`src/rtl/dffer_scan_reader.sv`:
```
// dffer_scan_reader
// -----------------
// Readback engine for a bank of user flops (dffer instances). A start strobe
// in IDLE copies the bank's Q outputs into a shadow register. The snapshot is
// then sent out serially, MSB first, over a valid/ready handshake. When
// PARITY_EN is set, one even-parity bit follows the data bits. The engine is
// the observation side of the flop bank and takes no part in writing it.
//
// Ports:
//   clk        rising-edge clock
//   R          synchronous active-high reset; abandons any frame in flight
//   start      request snapshot + readout (sampled only in IDLE)
//   Q_in       parallel Q outputs of the observed flop bank (WIDTH bits)
//   sout       serial data bit (registered)
//   sout_valid sout carries a bit awaiting transfer (registered)
//   sout_ready consumer accepts the bit at this edge
//   busy       high whenever the engine is not IDLE (registered)
//   done       one-cycle pulse after the last bit has been transferred
//
// Every output is a register loaded from the next-state values. This means
// no combinational path exists from start or sout_ready to any output. It
// also means the first bit is presented in the cycle right after the start
// edge.

module dffer_scan_reader #(
  parameter int WIDTH     = 8,
  parameter bit PARITY_EN = 1'b1
) (
  input  logic             clk,
  input  logic             R,
  input  logic             start,
  input  logic [WIDTH-1:0] Q_in,
  output logic             sout,
  output logic             sout_valid,
  input  logic             sout_ready,
  output logic             busy,
  output logic             done
);

  // The counter must hold 0..WIDTH. It is only compared against WIDTH-1.
  localparam int CNT_W = (WIDTH < 2) ? 1 : $clog2(WIDTH + 1);
  localparam logic [CNT_W-1:0] LAST_IDX = CNT_W'(WIDTH - 1);

  typedef enum logic [1:0] {
    IDLE  = 2'd0,
    SHIFT = 2'd1,
    PAR   = 2'd2,
    DONE  = 2'd3
  } state_t;

  state_t           state_reg, state_next;
  logic [WIDTH-1:0] shadow_reg, shadow_next;
  logic [CNT_W-1:0] cnt_reg, cnt_next;
  logic             par_reg, par_next;
  logic             sout_reg, sout_next;
  logic             sout_valid_reg, sout_valid_next;
  logic             busy_reg, busy_next;
  logic             done_reg, done_next;
  logic             xfer;

  // A bit leaves the engine only when the registered valid meets ready.
  assign xfer = sout_valid_reg & sout_ready;

  always_comb begin
    state_next      = state_reg;
    shadow_next     = shadow_reg;
    cnt_next        = cnt_reg;
    par_next        = par_reg;
    sout_next       = 1'b0;
    sout_valid_next = 1'b0;
    busy_next       = 1'b0;
    done_next       = 1'b0;

    case (state_reg)
      IDLE: begin
        if (start) begin
          shadow_next = Q_in;
          cnt_next    = '0;
          par_next    = 1'b0;
          state_next  = SHIFT;
        end
      end
      SHIFT: begin
        if (xfer) begin
          // The bit being transferred is the current shadow MSB.
          // It is folded into the parity before the shift drops it.
          par_next    = par_reg ^ shadow_reg[WIDTH-1];
          shadow_next = shadow_reg << 1;
          cnt_next    = cnt_reg + 1'b1;
          if (cnt_reg == LAST_IDX) begin
            state_next = PARITY_EN ? PAR : DONE;
          end
        end
      end
      PAR: begin
        if (xfer) begin
          state_next = DONE;
        end
      end
      DONE: begin
        // Single-cycle state. A start seen here is dropped, not queued.
        state_next = IDLE;
      end
      default: begin
        state_next = IDLE;
      end
    endcase

    // Registered outputs are derived from where the FSM is heading. This
    // way the output registers always describe the state being entered.
    case (state_next)
      SHIFT: begin
        sout_next       = shadow_next[WIDTH-1];
        sout_valid_next = 1'b1;
      end
      PAR: begin
        sout_next       = par_next;
        sout_valid_next = 1'b1;
      end
      DONE: begin
        done_next = 1'b1;
      end
      default: begin
        sout_next = 1'b0;
      end
    endcase
    busy_next = (state_next != IDLE);
  end

  always_ff @(posedge clk) begin
    if (R) begin
      state_reg      <= IDLE;
      shadow_reg     <= '0;
      cnt_reg        <= '0;
      par_reg        <= 1'b0;
      sout_reg       <= 1'b0;
      sout_valid_reg <= 1'b0;
      busy_reg       <= 1'b0;
      done_reg       <= 1'b0;
    end else begin
      state_reg      <= state_next;
      shadow_reg     <= shadow_next;
      cnt_reg        <= cnt_next;
      par_reg        <= par_next;
      sout_reg       <= sout_next;
      sout_valid_reg <= sout_valid_next;
      busy_reg       <= busy_next;
      done_reg       <= done_next;
    end
  end

  assign sout       = sout_reg;
  assign sout_valid = sout_valid_reg;
  assign busy       = busy_reg;
  assign done       = done_reg;

endmodule
```
`config.mk`:
```
export PLATFORM = sky130hd
export DESIGN_NAME = dffer_scan_reader
export DESIGN_NICKNAME = d
export VERILOG_FILES = /design/src/rtl/dffer_scan_reader.sv
export SDC_FILE = /design/constraint.sdc
export NUM_CORES = 1
export LEC_CHECK = 0
export BUFFER_PORTS_ARGS = -buffer_cell sky130_fd_sc_hd__buf_2
export CAP_MARGIN = 5
export CORE_ASPECT_RATIO = 0.9
export CORE_MARGIN = 2
export CORE_UTILIZATION = 35
export DETAILED_ROUTE_END_ITERATION = 7
export PLACE_DENSITY = 0.52
export SYNTH_ARGS = -nofsm -noshare
export SYNTH_HDL_FRONTEND = slang
export SYNTH_SLANG_ARGS = --single-unit
```
`constraint.sdc`:
```
create_clock -name clk -period 5.6 [get_ports clk]
set_input_delay 0.28 -clock clk [delete_from_list [all_inputs] [get_ports clk]]
set_output_delay 0.28 -clock clk [all_outputs]
set_load 0.01 [all_outputs]
```
==> results of run 1 <==
-- layout make-up --
type | instances | area (µm²)
fill | 231 | 1235
clock buffer | 3 | 22.52
tap | 27 | 33.78
multi-input combinational | 64 | 391.6
timing repair buffer | 16 | 82.58
sequential | 19 | 380.4
clock inverter | 1 | 5.005
inverter | 3 | 11.26
-- critical path, stage by stage, from the launching register on --
cell	delay (ns)
dfxtp_1	0.39
ha_1	0.19
nand2_1	0.07
o41a_1	0.44
or4_4	0.57
o22ai_2	0.14
-- power groups by stage --
stage                     clock network [µW]  registers [µW]  logic, µW
final                                   68.4             146       30.7
after CTS                               71.4             147       31.3
after global routing                    78.4             148       34.6
after global placement                     0             150       30.9
after floorplan                            0             150       19.7
after detailed placement                   0             150       31.1
-- per-layer routing --
layer	GRT usage [%]	part of all wire [%]
met2	19.88	45
met4	7.500	0.92
met1	19.09	50
met3	3.988	3.3
met5	0	0
-- logic make-up after synthesis --
logic type | after synthesis | synth area share (%)
AND/OR/NAND/NOR | 36 | 23.51
AO/OA/AOI/OAI | 25 | 21.79
flip-flops | 19 | 47.65
buffers and inverters | 7 | 3.291
XOR/XNOR | 2 | 2.195
adder cells (fa/ha/maj) | 1 | 1.567
-- synth_stat cells (all sizes together) (2+ instances only) --
cell / count
nand2: 9
dfxtp: 19
nor2: 10
xor2: 2
a22oi: 7
clkbuf: 4
nor3: 6
a21oi: 10
inv: 3
nand2b: 2
-- metrics by stage --
step,power (µW),setup WS (ns),hold slack [ns],utilization [%]
floorplan,169.3,3.860,0.4316,-
global placement,180.6,3.811,0.4421,41.61
detailed placement,180.8,3.764,0.4461,41.61
CTS,249.3,3.723,0.2332,42.88
global route,260.6,3.651,0.2292,42.88
finish,245.6,3.729,0.2433,42.88
-- worst paths after layout --
path / end / slack, ns / cells past startpoint / startpoint
worst max-delay path: sout / 3.73 / 5 / cnt_reg[0]
worst min-delay path: shadow_reg[0] / 0.24 / 3 / Q_in[0]
worst max register to register: sout / 3.73 / 5 / cnt_reg[0]
worst min register to register: shadow_reg[4] / 0.46 / 2 / shadow_reg[4]
==> metrics.md, run 1 <==
| Metric | Value |
|---|---|
| Number of global-route vias before repair | 630 |
| Switching share of total power | about a quarter |
| Inserted Clock Buffers | 3 |
| Post-synth EDFFs | 0 |
| Most common cell after layout, fill and taps aside | dfxtp_1 |
| IO buf count | 15 |
| Final Wtd Congestion | between 0.6 and 0.7 |
| Layout Skew | 0.009103 ns |
| Starting Density | about 37% |
| Post-Layout Cell Count | between 100 and 150 |
| Fin. Hold Viols | 0 |
| Tcrit/Tclk final | 33.40% |
| Layout area overhead | 16.14% |
| Setup_tns | 0 ns |
| Count of final setup violators | 0 |
| Clock slew at reported path FFs | 0.11 ns |
| Chip width | approximately 54 µm |
| Register area share after synthesis | 47.65% |
| CTS Buffer Depth | 2 |
| P_leak | 0.0003745 µW |
| CORE AREA | approximately 2200 µm² |
| Global-route wire length before repair | approximately 2700 µm |
| Mapped Nets | 103 |
| Status | complete, no violations |
| Internal | between 150 and 200 µW |
| Max-cap viol count | 0 |
| Top_reg_cell synth | dfxtp_1 |
| Iter 0 DRT Violations | 9 |
| Worst-path fanout max | 5 |
| Synth area leader | dfxtp_1 |
| Peak VDD IR | approximately 0.00012 V |
| Post-Syn Area | between 700 and 800 µm² |
| Clock power share | 27.9% |
| Routed wire length | approximately 1600 µm |
| Largest register FFs | 8 |
| Nets@finish | 120 |
| DR vias/cell | 5.045 |
| Seq pwr share | between 50% and 60% |
| Main area contributors after synthesis | dfxtp_1, a22oi_1, a21oi_1, nor2_1, nor3_1 |
| Fin crit period | approximately 1.9 ns |
| GRT overflow | 0 |
| Syn Area/Cell | a little under 9 µm² |
| Synth unique cells | 29 |
| Detail Placement HPWL | between 1000 and 1500 µm |
| PwrDens | about 260 nW/µm² |
| Share of cells above drive strength 1 | about a quarter |
| Wirelength per Cell | between 10 and 15 µm |
| Synthesized flop and latch total | 19 |
| Antenna cells | 0 |
| Placed cell count | approximately 130 |
| Post-CTS Setup Inserts | 0 |
| Async SR Flop Fraction | 0% |
| CTS sink cnt | 19 |
| Post-DP Area | about 900 µm² |
| Rel. slew slack | between 60% and 70% |
| Setup crit end kind | register |
| ANT nets after route | 0 |
| Root buffer cell | clkbuf_4 |
| Maximum number of pins on one net before global-route repair | 19 |
| # DRC | 0 |
| Most frequent cells in the layout | dfxtp_1, buf_2, nor2_1, a21oi_1, nand2_1 |
| CTS tree | yes |
| CP startpoint kind | register |
| Max-slew violations | 0 |
| Post-CTS resize count | 0 |
| Row count | 16 |
| Worst EP required | around 5.8 ns |
| Die ar. | ~2700 µm² |
| Synth warn | 0 |
| Fin area | approximately 900 µm² |
| Cts hold-fix bufs | 0 |
| Total number of vias | between 600 and 700 |
| Worst Tran Pin Value | 0.5762 ns |
| H-tree depth | 1 |
| RSZ-0062 raised after global routing | false |
| HP Class | input pin to register |
| First-pass detailed-route iteration total | 4 |
| Area share of the largest cell type after synthesis | 47.65% |
| Initial antenna violation count | 0 |
| Overall Global Routing Usage | 14.13% |
| Comb power frac | approximately an eighth |
| Die Y | 49.31 µm |
| Ports | 16 |
| Clk Latency, worst-skew pair | about 0.3 ns |
| Switching pwr | between 60 and 70 µW |
| Peak Freq | ~0.53 GHz |
| Crit path arrival time | 2.10 ns |
| CP Class | register to register |
| Cells after synthesis | 90 |
Power figures use the tool's default switching activity.
==> run 2, diff against run 1 <==
--- a/config.mk
+++ b/config.mk
@@ -11,7 +11,7 @@
 export CORE_MARGIN = 2
 export CORE_UTILIZATION = 35
 export DETAILED_ROUTE_END_ITERATION = 7
-export PLACE_DENSITY = 0.52
+export PLACE_DENSITY = 0.54
 export SYNTH_ARGS = -nofsm -noshare
 export SYNTH_HDL_FRONTEND = slang
 export SYNTH_SLANG_ARGS = --single-unit
==> constraint.sdc (replaced) <==
create_clock -name clk -period 1.6 [get_ports clk]
set_input_delay 0.08 -clock clk [delete_from_list [all_inputs] [get_ports clk]]
set_output_delay 0.08 -clock clk [all_outputs]
set_load 0.01 [all_outputs]
==> run 2 against run 1 <==
  * First-iteration DRC count decreased by 78%
  * Combinational power increased to 4.1 times the previous value
  * Sequential share of layout area decreased by 3.2 points
  * Total power increased to 3.6 times the previous value
  * Critical endpoint unchanged
  * Highest routed layer is now met3
  * Largest cell class unchanged
  * Hold slack got worse by 0.20 ns
  * Clock-buffer cell count increased by 1
==> metrics.md, run 2 (synthesized netlist as in run 1, its figures left out) <==
| Metric | Value |
|---|---|
| Count of final setup violators | 0 |
| CTS Buffer Depth | 2 |
| R2R depth | 4 |
| Initial antenna violation count | 0 |
| Antenna cells | 0 |
| CP startpoint kind | register |
| Global-route wire length before repair | approximately 2900 µm |
| PwrDens | between 800 and 900 nW/µm² |
| GRT overflow | 0 |
| Layout Skew | 0.002334 ns |
| Die Y | between 40 and 50 µm |
| DR vias/cell | approximately 5.3 |
| CP Cell Sequence | nand2b_4 -> o41a_1 -> or4_4 -> o22ai_2 |
| Wirelength per Cell | between 10 and 15 µm |
| Max-slew violations | 0 |
| Peak Freq | between 0.6 and 0.7 GHz |
| Worst path max stage delay | about 0.5 ns |
| Starting Density | around 37% |
| Fin crit period | approximately 1.6 ns |
| CP Class | register to register |
| Setup_tns | 0 ns |
| Detail Placement HPWL | around 1200 µm |
| CTS sink cnt | 19 |
| WHS | between 0.04 and 0.05 ns |
| Die ar. | 2679 µm² |
| RSZ-0062 raised after global routing | true |
| Crit path arrival time | roughly 1.8 ns |
| Setup crit end kind | register |
| Cts hold-fix bufs | 0 |
| Worst EP required | 1.83 ns |
| Root buffer cell | clkbuf_4 |
| IO buf count | 15 |
| Fin area | slightly above 1000 µm² |
| HP Class | input pin to register |
| Status | complete, no violations |
| First-pass detailed-route iteration total | 4 |
| CP max stage cell | or4_4 |
| Routed wire length | around 1800 µm |
| CORE AREA | 2162 µm² |
| Worst-path fanout max | 8 |
| Maximum number of pins on one net before global-route repair | 19 |
| Worst Tran Pin Value | between 0.3 and 0.4 ns |
| Inserted Clock Buffers | 3 |
| Clock slew at reported path FFs | 0.10 ns |
| Comb power frac | 14.2% |
| Total number of vias | around 740 |
| Fin. Hold Viols | 0 |
| Row count | 16 |
| Rel. slew slack | about 73% |
| Tcrit/Tclk final | a little over nine tenths |
| Ports | 16 |
| H-tree depth | 1 |
| Post-DP Area | roughly 970 µm² |
| Max-cap viol count | 0 |
| CTS tree | yes |
| # DRC | 0 |
| P_leak | 0.0004100 µW |
| Number of global-route vias before repair | about 650 |
| Layout area overhead | 27.59% |
| Chip width | approximately 54 µm |
| ANT nets after route | 0 |
| Largest register FFs | 8 |
| Iter 0 DRT Violations | 2 |
| Clk Latency, worst-skew pair | 0.29 ns |
| Peak VDD IR | roughly 0.0007 V |
| Share of cells above drive strength 1 | roughly a third |
| Nets@finish | between 100 and 150 |
| Hold path cells | 3 |
| Switching pwr | about 230 µW |
| Overall Global Routing Usage | between 10% and 20% |
| Final Wtd Congestion | 0.8108 |
| Seq pwr share | about three fifths |
| Clock power share | ~27% |
| Most frequent cells in the layout | dfxtp_1, buf_2, a21oi_1 |
| Switching share of total power | between 20% and 30% |
| Internal | about 650 µW |
==> run 2: path summary, 6_finish.rpt <==
check | startpoint | to | slack, ns
setup / recovery | state_reg[0] | sout | 0.02
setup reg to reg | state_reg[0] | sout | 0.02
hold reg to reg | shadow_reg[3] | shadow_reg[3] | 0.46
hold / removal | Q_in[0] | shadow_reg[0] | 0.04
==> run 2: repair_timing <==
action	4_1_cts	5_1_grt
resized for setup	0	3
endpoints found under the setup margin	2	11
buffers inserted	2	0
==> run 2: metal layers <==
layer / up-vias / share of wire (%) / GRT usage, %
met4: 0 / 0 / 1.250
met2: 19 / 44 / 23.29
met1: 343 / 50 / 18.79
met5: - / 0 / 0
met3: 0 / 5.9 / 6.442
li1: 373 / - / -
==> run 2: final cells by class <==
class / count / area (µm²)
clock buffer: 4 / 26.28
timing repair buffer: 22 / 140.1
tap: 27 / 33.78
inverter: 3 / 11.26
fill: 216 / 1144
sequential: 19 / 385.4
multi-input combinational: 64 / 421.7
==> run 2: power groups by stage <==
stage	Combinational (µW)	Sequential, µW	Clock [µW]
after detailed placement	121	526	0
after floorplan	70.5	526	0
after global placement	120	526	0
final	126	515	241
after global routing	140	518	276
after CTS	123	515	252
==> run 2: through the flow <==
step / setup WS, ns / std cells / util (%) / total power [µW]
after floorplan: 0.005919 / 90 / - / 596.6
after global placement: 0.04822 / 133 / 44.73 / 645.5
after detailed placement: 0.02547 / 133 / 44.73 / 647.3
after CTS: 0.006193 / 139 / 46.64 / 890.3
after global routing: -0.02518 / 139 / 47.11 / 934.7
final: 0.01882 / 139 / 47.11 / 882.1
==> run 2: worst max-delay path: cells and delay by family, from the launching register on <==
family | cells | cell delay (ns)
and+or+nand+nor | 2 | 0.57
AOI/OAI and AO/OA | 2 | 0.52
DFF | 1 | 0.43
